## config.mk

```make
export PLATFORM = sky130hd
export DESIGN_NAME = mips_regfile_irst_flat
export DESIGN_NICKNAME = d
export VERILOG_FILES = /design/src/rtl/mips_regfile_irst_if.sv /design/src/rtl/mips_regfile_irst.sv /design/src/flat_wrapper.sv
export SDC_FILE = /design/constraint.sdc
export NUM_CORES = 1
export LEC_CHECK = 0
export ABC_CLOCK_PERIOD_IN_PS = 6200
export CORE_MARGIN = 8
export CORE_UTILIZATION = 55
export CTS_BUF_LIST = sky130_fd_sc_hd__clkbuf_16
export DETAILED_ROUTE_END_ITERATION = 16
export PLACE_DENSITY = 0.77
export REMOVE_ABC_BUFFERS = 1
export SETUP_SLACK_MARGIN = 0.3
export SYNTH_ARGS = -nofsm -noshare
export SYNTH_HDL_FRONTEND = slang
export SYNTH_SLANG_ARGS = --single-unit
```

## constraint.sdc

```tcl
create_clock -name clk -period 6.2 [get_ports clk]
set_input_delay 1.24 -clock clk [delete_from_list [all_inputs] [get_ports clk]]
set_output_delay 1.24 -clock clk [all_outputs]
set_load 0.02 [all_outputs]
```

## src/rtl/mips_regfile_irst_if.sv

```systemverilog
// mips_regfile_irst_if: bus bundle for the register file with scan sequencer.
//   Core write port : reg_write_en, reg_write_dest, reg_write_data
//   Core read ports : reg_read_addr (packed NUM_RD x ADDR_W), reg_read_data (packed NUM_RD x WIDTH)
//   Scan control    : irst_start, irst_scrub
//   Scan stream     : irst_busy, irst_valid, irst_idx, irst_reg_data, irst_done
// master drives the core/scan requests; slave is the register file.
interface mips_regfile_irst_if #(
    parameter int unsigned WIDTH  = 16,
    parameter int unsigned DEPTH  = 8,
    parameter int unsigned NUM_RD = 2,
    localparam int unsigned ADDR_W = $clog2(DEPTH)
);
    logic                     reg_write_en;
    logic [ADDR_W-1:0]        reg_write_dest;
    logic [WIDTH-1:0]         reg_write_data;
    logic [NUM_RD*ADDR_W-1:0] reg_read_addr;
    logic [NUM_RD*WIDTH-1:0]  reg_read_data;
    logic                     irst_start;
    logic                     irst_scrub;
    logic                     irst_busy;
    logic                     irst_valid;
    logic [ADDR_W-1:0]        irst_idx;
    logic [WIDTH-1:0]         irst_reg_data;
    logic                     irst_done;

    modport master (
        output reg_write_en, reg_write_dest, reg_write_data, reg_read_addr,
               irst_start, irst_scrub,
        input  reg_read_data, irst_busy, irst_valid, irst_idx, irst_reg_data, irst_done
    );

    modport slave (
        input  reg_write_en, reg_write_dest, reg_write_data, reg_read_addr,
               irst_start, irst_scrub,
        output reg_read_data, irst_busy, irst_valid, irst_idx, irst_reg_data, irst_done
    );
endinterface

```

## src/rtl/mips_regfile_irst.sv

```systemverilog
// mips_regfile_irst: DEPTH x WIDTH register file with one write port, NUM_RD combinational
// read ports, optional hard-zero R0 and write-to-read bypass, plus a scan sequencer that
// streams every register out one per cycle and can optionally zero each one as it passes.
// Ports:
//   clk : clock, all state on the rising edge
//   rst : asynchronous active-low reset
//   bus : mips_regfile_irst_if slave modport (write/read ports, scan control and stream)
module mips_regfile_irst #(
    parameter int unsigned WIDTH      = 16,
    parameter int unsigned DEPTH      = 8,
    parameter int unsigned NUM_RD     = 2,
    parameter int unsigned ZERO_REG0  = 1,
    parameter int unsigned BYPASS     = 0,
    parameter int unsigned AUTO_START = 1,
    localparam int unsigned ADDR_W    = $clog2(DEPTH)
) (
    input logic                clk,
    input logic                rst,
    mips_regfile_irst_if.slave bus
);

    typedef enum logic [1:0] {StIdle, StScan, StDone} state_e;

    state_e            state_q, state_d;
    logic [ADDR_W-1:0] cnt_q, cnt_d;
    logic              scrub_q, scrub_d;
    logic              done_q, done_d;
    logic              auto_q;
    logic              valid_q;
    logic [ADDR_W-1:0] idx_q;
    logic [WIDTH-1:0]  data_q;
    logic [WIDTH-1:0]  regs_q [DEPTH];

    logic              busy;
    logic              wr_ok;
    logic              last;
    logic [WIDTH-1:0]  scan_data;

    assign busy  = (state_q == StScan);
    assign last  = (cnt_q == ADDR_W'(DEPTH - 1));
    // Core writes are simply discarded while a scan owns the array.
    assign wr_ok = bus.reg_write_en && !busy &&
                   !((ZERO_REG0 != 0) && (bus.reg_write_dest == '0));
    assign scan_data = ((ZERO_REG0 != 0) && (cnt_q == '0)) ? '0 : regs_q[cnt_q];

    // Read ports: R0 hard-zero wins over bypass, bypass only for accepted writes.
    for (genvar p = 0; p < NUM_RD; p++) begin : g_rd
        logic [ADDR_W-1:0] addr;
        assign addr = bus.reg_read_addr[p*ADDR_W +: ADDR_W];
        assign bus.reg_read_data[p*WIDTH +: WIDTH] =
            ((ZERO_REG0 != 0) && (addr == '0))                       ? '0 :
            ((BYPASS != 0) && wr_ok && (bus.reg_write_dest == addr)) ? bus.reg_write_data :
                                                                      regs_q[addr];
    end

    always_comb begin
        state_d = state_q;
        cnt_d   = cnt_q;
        scrub_d = scrub_q;
        done_d  = done_q;
        case (state_q)
            StIdle: begin
                // auto_q is only set for the first edge after reset release.
                if (bus.irst_start || auto_q) begin
                    state_d = StScan;
                    cnt_d   = '0;
                    scrub_d = bus.irst_scrub;
                end
            end
            StScan: begin
                if (last) begin
                    state_d = StDone;
                    done_d  = 1'b1;
                end else begin
                    cnt_d = cnt_q + 1'b1;
                end
            end
            StDone: begin
                if (bus.irst_start) begin
                    state_d = StScan;
                    cnt_d   = '0;
                    scrub_d = bus.irst_scrub;
                    done_d  = 1'b0;
                end
            end
            default: state_d = StIdle;
        endcase
    end

    always_ff @(posedge clk or negedge rst) begin
        if (!rst) begin
            state_q <= StIdle;
            cnt_q   <= '0;
            scrub_q <= 1'b0;
            done_q  <= 1'b0;
            auto_q  <= (AUTO_START != 0);
            valid_q <= 1'b0;
            idx_q   <= '0;
            data_q  <= '0;
        end else begin
            state_q <= state_d;
            cnt_q   <= cnt_d;
            scrub_q <= scrub_d;
            done_q  <= done_d;
            auto_q  <= 1'b0;
            valid_q <= busy;
            if (busy) begin
                idx_q  <= cnt_q;
                data_q <= scan_data;
            end
        end
    end

    // Scrub and core write never coincide: core writes require !busy.
    always_ff @(posedge clk or negedge rst) begin
        if (!rst) begin
            for (int i = 0; i < DEPTH; i++) begin
                regs_q[i] <= '0;
            end
        end else begin
            if (wr_ok) begin
                regs_q[bus.reg_write_dest] <= bus.reg_write_data;
            end
            if (busy && scrub_q) begin
                regs_q[cnt_q] <= '0;
            end
        end
    end

    assign bus.irst_busy     = busy;
    assign bus.irst_valid    = valid_q;
    assign bus.irst_idx      = idx_q;
    assign bus.irst_reg_data = data_q;
    assign bus.irst_done     = done_q;

endmodule
```

## src/flat_wrapper.sv

```systemverilog
// flat-port wrapper written by rule: the top's interface ports become plain ports
module mips_regfile_irst_flat 
#(
    parameter int unsigned WIDTH      = 16,
    parameter int unsigned DEPTH      = 8,
    parameter int unsigned NUM_RD     = 2,
    parameter int unsigned ZERO_REG0  = 1,
    parameter int unsigned BYPASS     = 0,
    parameter int unsigned AUTO_START = 1,
    localparam int unsigned ADDR_W    = $clog2(DEPTH)
)
  (clk, rst, bus_reg_write_en, bus_reg_write_dest, bus_reg_write_data, bus_reg_read_addr, bus_irst_start, bus_irst_scrub, bus_reg_read_data, bus_irst_busy, bus_irst_valid, bus_irst_idx, bus_irst_reg_data, bus_irst_done);
  mips_regfile_irst_if #(.WIDTH(WIDTH), .DEPTH(DEPTH), .NUM_RD(NUM_RD)) bus_i ();
  input logic clk;
  input logic rst;
  input wire logic [$bits(bus_i.reg_write_en)-1:0] bus_reg_write_en;
  input wire logic [$bits(bus_i.reg_write_dest)-1:0] bus_reg_write_dest;
  input wire logic [$bits(bus_i.reg_write_data)-1:0] bus_reg_write_data;
  input wire logic [$bits(bus_i.reg_read_addr)-1:0] bus_reg_read_addr;
  input wire logic [$bits(bus_i.irst_start)-1:0] bus_irst_start;
  input wire logic [$bits(bus_i.irst_scrub)-1:0] bus_irst_scrub;
  output wire logic [$bits(bus_i.reg_read_data)-1:0] bus_reg_read_data;
  output wire logic [$bits(bus_i.irst_busy)-1:0] bus_irst_busy;
  output wire logic [$bits(bus_i.irst_valid)-1:0] bus_irst_valid;
  output wire logic [$bits(bus_i.irst_idx)-1:0] bus_irst_idx;
  output wire logic [$bits(bus_i.irst_reg_data)-1:0] bus_irst_reg_data;
  output wire logic [$bits(bus_i.irst_done)-1:0] bus_irst_done;
  assign bus_i.reg_write_en = bus_reg_write_en;
  assign bus_i.reg_write_dest = bus_reg_write_dest;
  assign bus_i.reg_write_data = bus_reg_write_data;
  assign bus_i.reg_read_addr = bus_reg_read_addr;
  assign bus_i.irst_start = bus_irst_start;
  assign bus_i.irst_scrub = bus_irst_scrub;
  assign bus_reg_read_data = bus_i.reg_read_data;
  assign bus_irst_busy = bus_i.irst_busy;
  assign bus_irst_valid = bus_i.irst_valid;
  assign bus_irst_idx = bus_i.irst_idx;
  assign bus_irst_reg_data = bus_i.irst_reg_data;
  assign bus_irst_done = bus_i.irst_done;
  mips_regfile_irst #(.WIDTH(WIDTH), .DEPTH(DEPTH), .NUM_RD(NUM_RD), .ZERO_REG0(ZERO_REG0), .BYPASS(BYPASS), .AUTO_START(AUTO_START)) u_core (.clk(clk), .rst(rst), .bus(bus_i));
endmodule
```

==> reports/metrics.yaml <==
pwr:
  ir_worst_vdd_uv: 269
  swShare_pct: 40.9
  p_leak_nw: 5.07
  comb_power_share_pct: 40.9
  pwr-share-seq_pct: 39.0
  power.density_nw_per_um2: 458
  intPower_mw: 2.83
  power_frac_clock_pct: 20.1
  switchingPower_mw: 1.96
layout:
  fin_area_um2: 10500
  nNetsFinal: 921
  num_antenna_cells: 0
  drive_gt1_share_pct: 15.4
  area_growth_pct: 16.5
critical_path:
  slowest_delay_ps: 1130
  reg2reg_slack_ps: 2900
  r2r-end: "u_core.bus.irst_reg_data[8]$_DFFE_PN0N_"
  rr_startpoint: "u_core.cnt_q[0]$_DFFE_PN0P_"
  cp-start-kind: "input pin"
  crit_path_frequent_cell: "clkdlybuf4s50_1"
  slowest_stage: "clkdlybuf4s50_1"
  worstSetupPathType: "in -> out"
  crit_fanout: 18
  path_cells: "clkdlybuf4s50_1 > buf_4 > a221oi_1 > a21oi_1 > clkdlybuf4s50_1"
  reg2reg_depth: 5
  worstPathArrival_ps: 3710
  cp-end-kind: "output pin"
  required_ps: 4960
cts:
  htreeDepth: 4
  numCtsBuffers: 17
  clk_pin_slew_ps: 60
  cts_resized: 0
  cts_tree: "done"
  holdBufCountCts: 0
  cts-root-buf: "clkbuf_16"
  cts_sinks: 156
  clock_latency_ps: 430
  post_cts_buffers: 0
  cts_max_path_buffers: 2
synth:
  seq_area_frac_synth_pct: 43.4
  synth_cell_types: 41
  netlist_area_um2: 8990
  syn_avg_cell_area_um2: 10.8
  synth_cells: 831
  ys.flop_type: "dfrtp_1"
  synth_edf_count: 0
  yosysWarnings: 0
  ys_ff_latch: 156
  synth-async-reset-ratio_pct: 100
timing:
  whs_ps: 476
  worstMarginPinSlew_ps: 1250
  fin_crit_sh_pct: 79.8
  relSlewSlack_pct: 17.0
  timing.fmax_ghz: 0.202
  hold_viol: 0
  fin_setup_tns_ps: 0
  setup_viol: 0
  drv_slew: 0
  fin_crit_ps: 4950
  fin_worst_skew_ps: 8.12
  rsz0062_at_grt: "no"
die:
  rows: 46
  start_util_pct: 56.4
  core_um2: 15900
  die_area_um2: 20700
  fp.dieH_um: 144
  pin_count: 84
  die-width_um: 144
outcome:
  outcome: "complete, no violations"
global_routing:
  grt_pass1_vias: 7224
  grt_busiest_layer: "met2"
  grt_max_degree: 95
  grt_pass1_wl_um: 41700
  antenna_found_initial: 0
  use_met1_pct: 35.1
  grtUsageTotal_pct: 26.9
  use_met2_pct: 42.3
  grt_use_met3_pct: 5.97
  gr-total-overflow: 0
routing:
  first_iter_violations: 799
  num_vias: 7220
  drc_errors: 0
  drt-pass1-iter-count: 6
  post_drt_via_cell_ratio: 6.46
  wl_per_cell_um: 23.9
  drt_wl_total_um: 26700
  ant_nets: 0
job:
  maxCapViolations: 0
placed_design:
  portBuffers: 83
  gp_congestion: 0.888
  dp_hpwl_um: 15900
  postPlaceCellArea_um2: 9940
hold_path:
  hold_start: "u_core.bus.irst_reg_data[2]$_DFFE_PN0N_"
  min_delay_path_depth: 2
  hold_class: "reg -> reg"
  min_to: "u_core.bus.irst_reg_data[2]$_DFFE_PN0N_"
critical path: cells and delay by family:
family / cells / cell delay, ps
AO/OA/AOI/OAI: 2 / 310
buffers and inverters: 3 / 2160
worst max-delay path by stage:
stage | startpoint | to | slack [ps]
final | bus_reg_read_addr[5] | bus_reg_read_data[26] | 1250
after global placement | bus_reg_read_addr[1] | bus_reg_read_data[5] | 1340
after floorplan | u_core.cnt_q[0]$_DFFE_PN0P_ | u_core.bus.irst_reg_data[0]$_DFFE_PN0N_ | 2430
after CTS | bus_reg_read_addr[4] | bus_reg_read_data[17] | 1330
after global routing | bus_reg_read_addr[4] | bus_reg_read_data[31] | 1180
after detailed placement | bus_reg_read_addr[4] | bus_reg_read_data[30] | 1330
cell families after synthesis:
family                   after synthesis  share of synthesized area [%]
buffers and inverters                101                           4.99
AND/OR/NAND/NOR                      203                           10.4
adder cells (fa/ha/maj)                3                          0.417
flip-flops                           156                           43.4
AO/OA/AOI/OAI                        122                           8.61
multiplexers                         245                           32.2
other                                  1                         0.0417
Yosys cell counts, types with 3 or more instances:
master,n,area (um2)
and2_1,16,100
buf_2,20,100
mux2i_1,181,1810
nand2b_1,4,25.0
nand3_1,4,20.0
ha_1,3,37.5
nand2_1,45,169
dfrtp_1,155,3880
inv_1,35,131
mux4_2,32,721
a221oi_1,29,254
clkbuf_1,37,139
o21ai_1,9,45.0
a21oi_1,34,170
nor2_2,10,62.6
o21ai_0,12,60.1
mux2_2,32,360
buf_6,5,56.3
nor2_1,110,413
o22ai_1,32,200
placed cells by master, fill, tap and decap left out, types with 2 or more instances in the layout:
cell             count
a21oi_1             33
a221oi_1            29
a22oi_1              2
and2_1              16
buf_2                2
buf_4               20
clkbuf_16           17
clkdlybuf4s50_1     80
clkinv_1             4
clkinv_2             4
clkinv_4             2
clkinvlp_4           3
dfrtp_1            154
ha_1                 3
inv_1               36
mux2_2              32
mux2i_1            181
mux4_2              32
nand2_1             45
nand2b_1             4
nand3_1              4
nor2_1             105
nor2_2              15
nor2b_1              2
nor3_4               2
o21ai_0             12
o21ai_1              9
o22ai_1             32
or3b_1               2
layer usage:
| layer | vias to the layer above | part of all wire (%) |
|---|---|---|
| met5 | - | 0 |
| met4 | 0 | 2.6 |
| met3 | 68 | 8.3 |
| met2 | 424 | 48 |
| met1 | 3626 | 41 |
| li1 | 3102 | - |
power groups by stage:
stage | registers (mW) | logic [mW] | clock network (mW)
after floorplan | 1.81 | 1.18 | 0
after global placement | 1.82 | 1.87 | 0
after detailed placement | 1.86 | 1.93 | 0
after CTS | 1.85 | 1.95 | 0.968
after global routing | 1.92 | 2.10 | 1.02
final | 1.87 | 1.96 | 0.964
final cells by class:
type                    instances  area (um2)
flip-flops and latches        156        3910
clock inverters                15         109
inverters                      36         135
multi-input cells             574        4660
clock buffers                  17         425
well taps                     216         270
repair buffers                103         972
fillers                      1277        5470
state kept, by name, summed over array words and instances, names as in the netlist:
name and cells:
u_core.state_q 2, u_core.regs_q 128, u_core.scrub_q 1, u_core.bus.irst_valid 1, u_core.cnt_q 3, u_core.auto_q 1, u_core.bus.irst_idx 3, u_core.bus.irst_done 1
u_core.bus.irst_reg_data 16
per-stage QoR:
| step | setup slack, ps | power [mW] | util (%) | cells |
|---|---|---|---|---|
| after CTS | 1330 | 4.76 | 65.7 | 1117 |
| final | 1250 | 4.79 | 65.7 | 1117 |
| after global routing | 1180 | 5.03 | 65.7 | 1117 |
| after floorplan | 2430 | 3.00 | - | 766 |
| after detailed placement | 1330 | 3.79 | 62.4 | 1085 |
| after global placement | 1340 | 3.69 | 62.4 | 1085 |
Note: power is estimated with default switching activity, not from simulation.
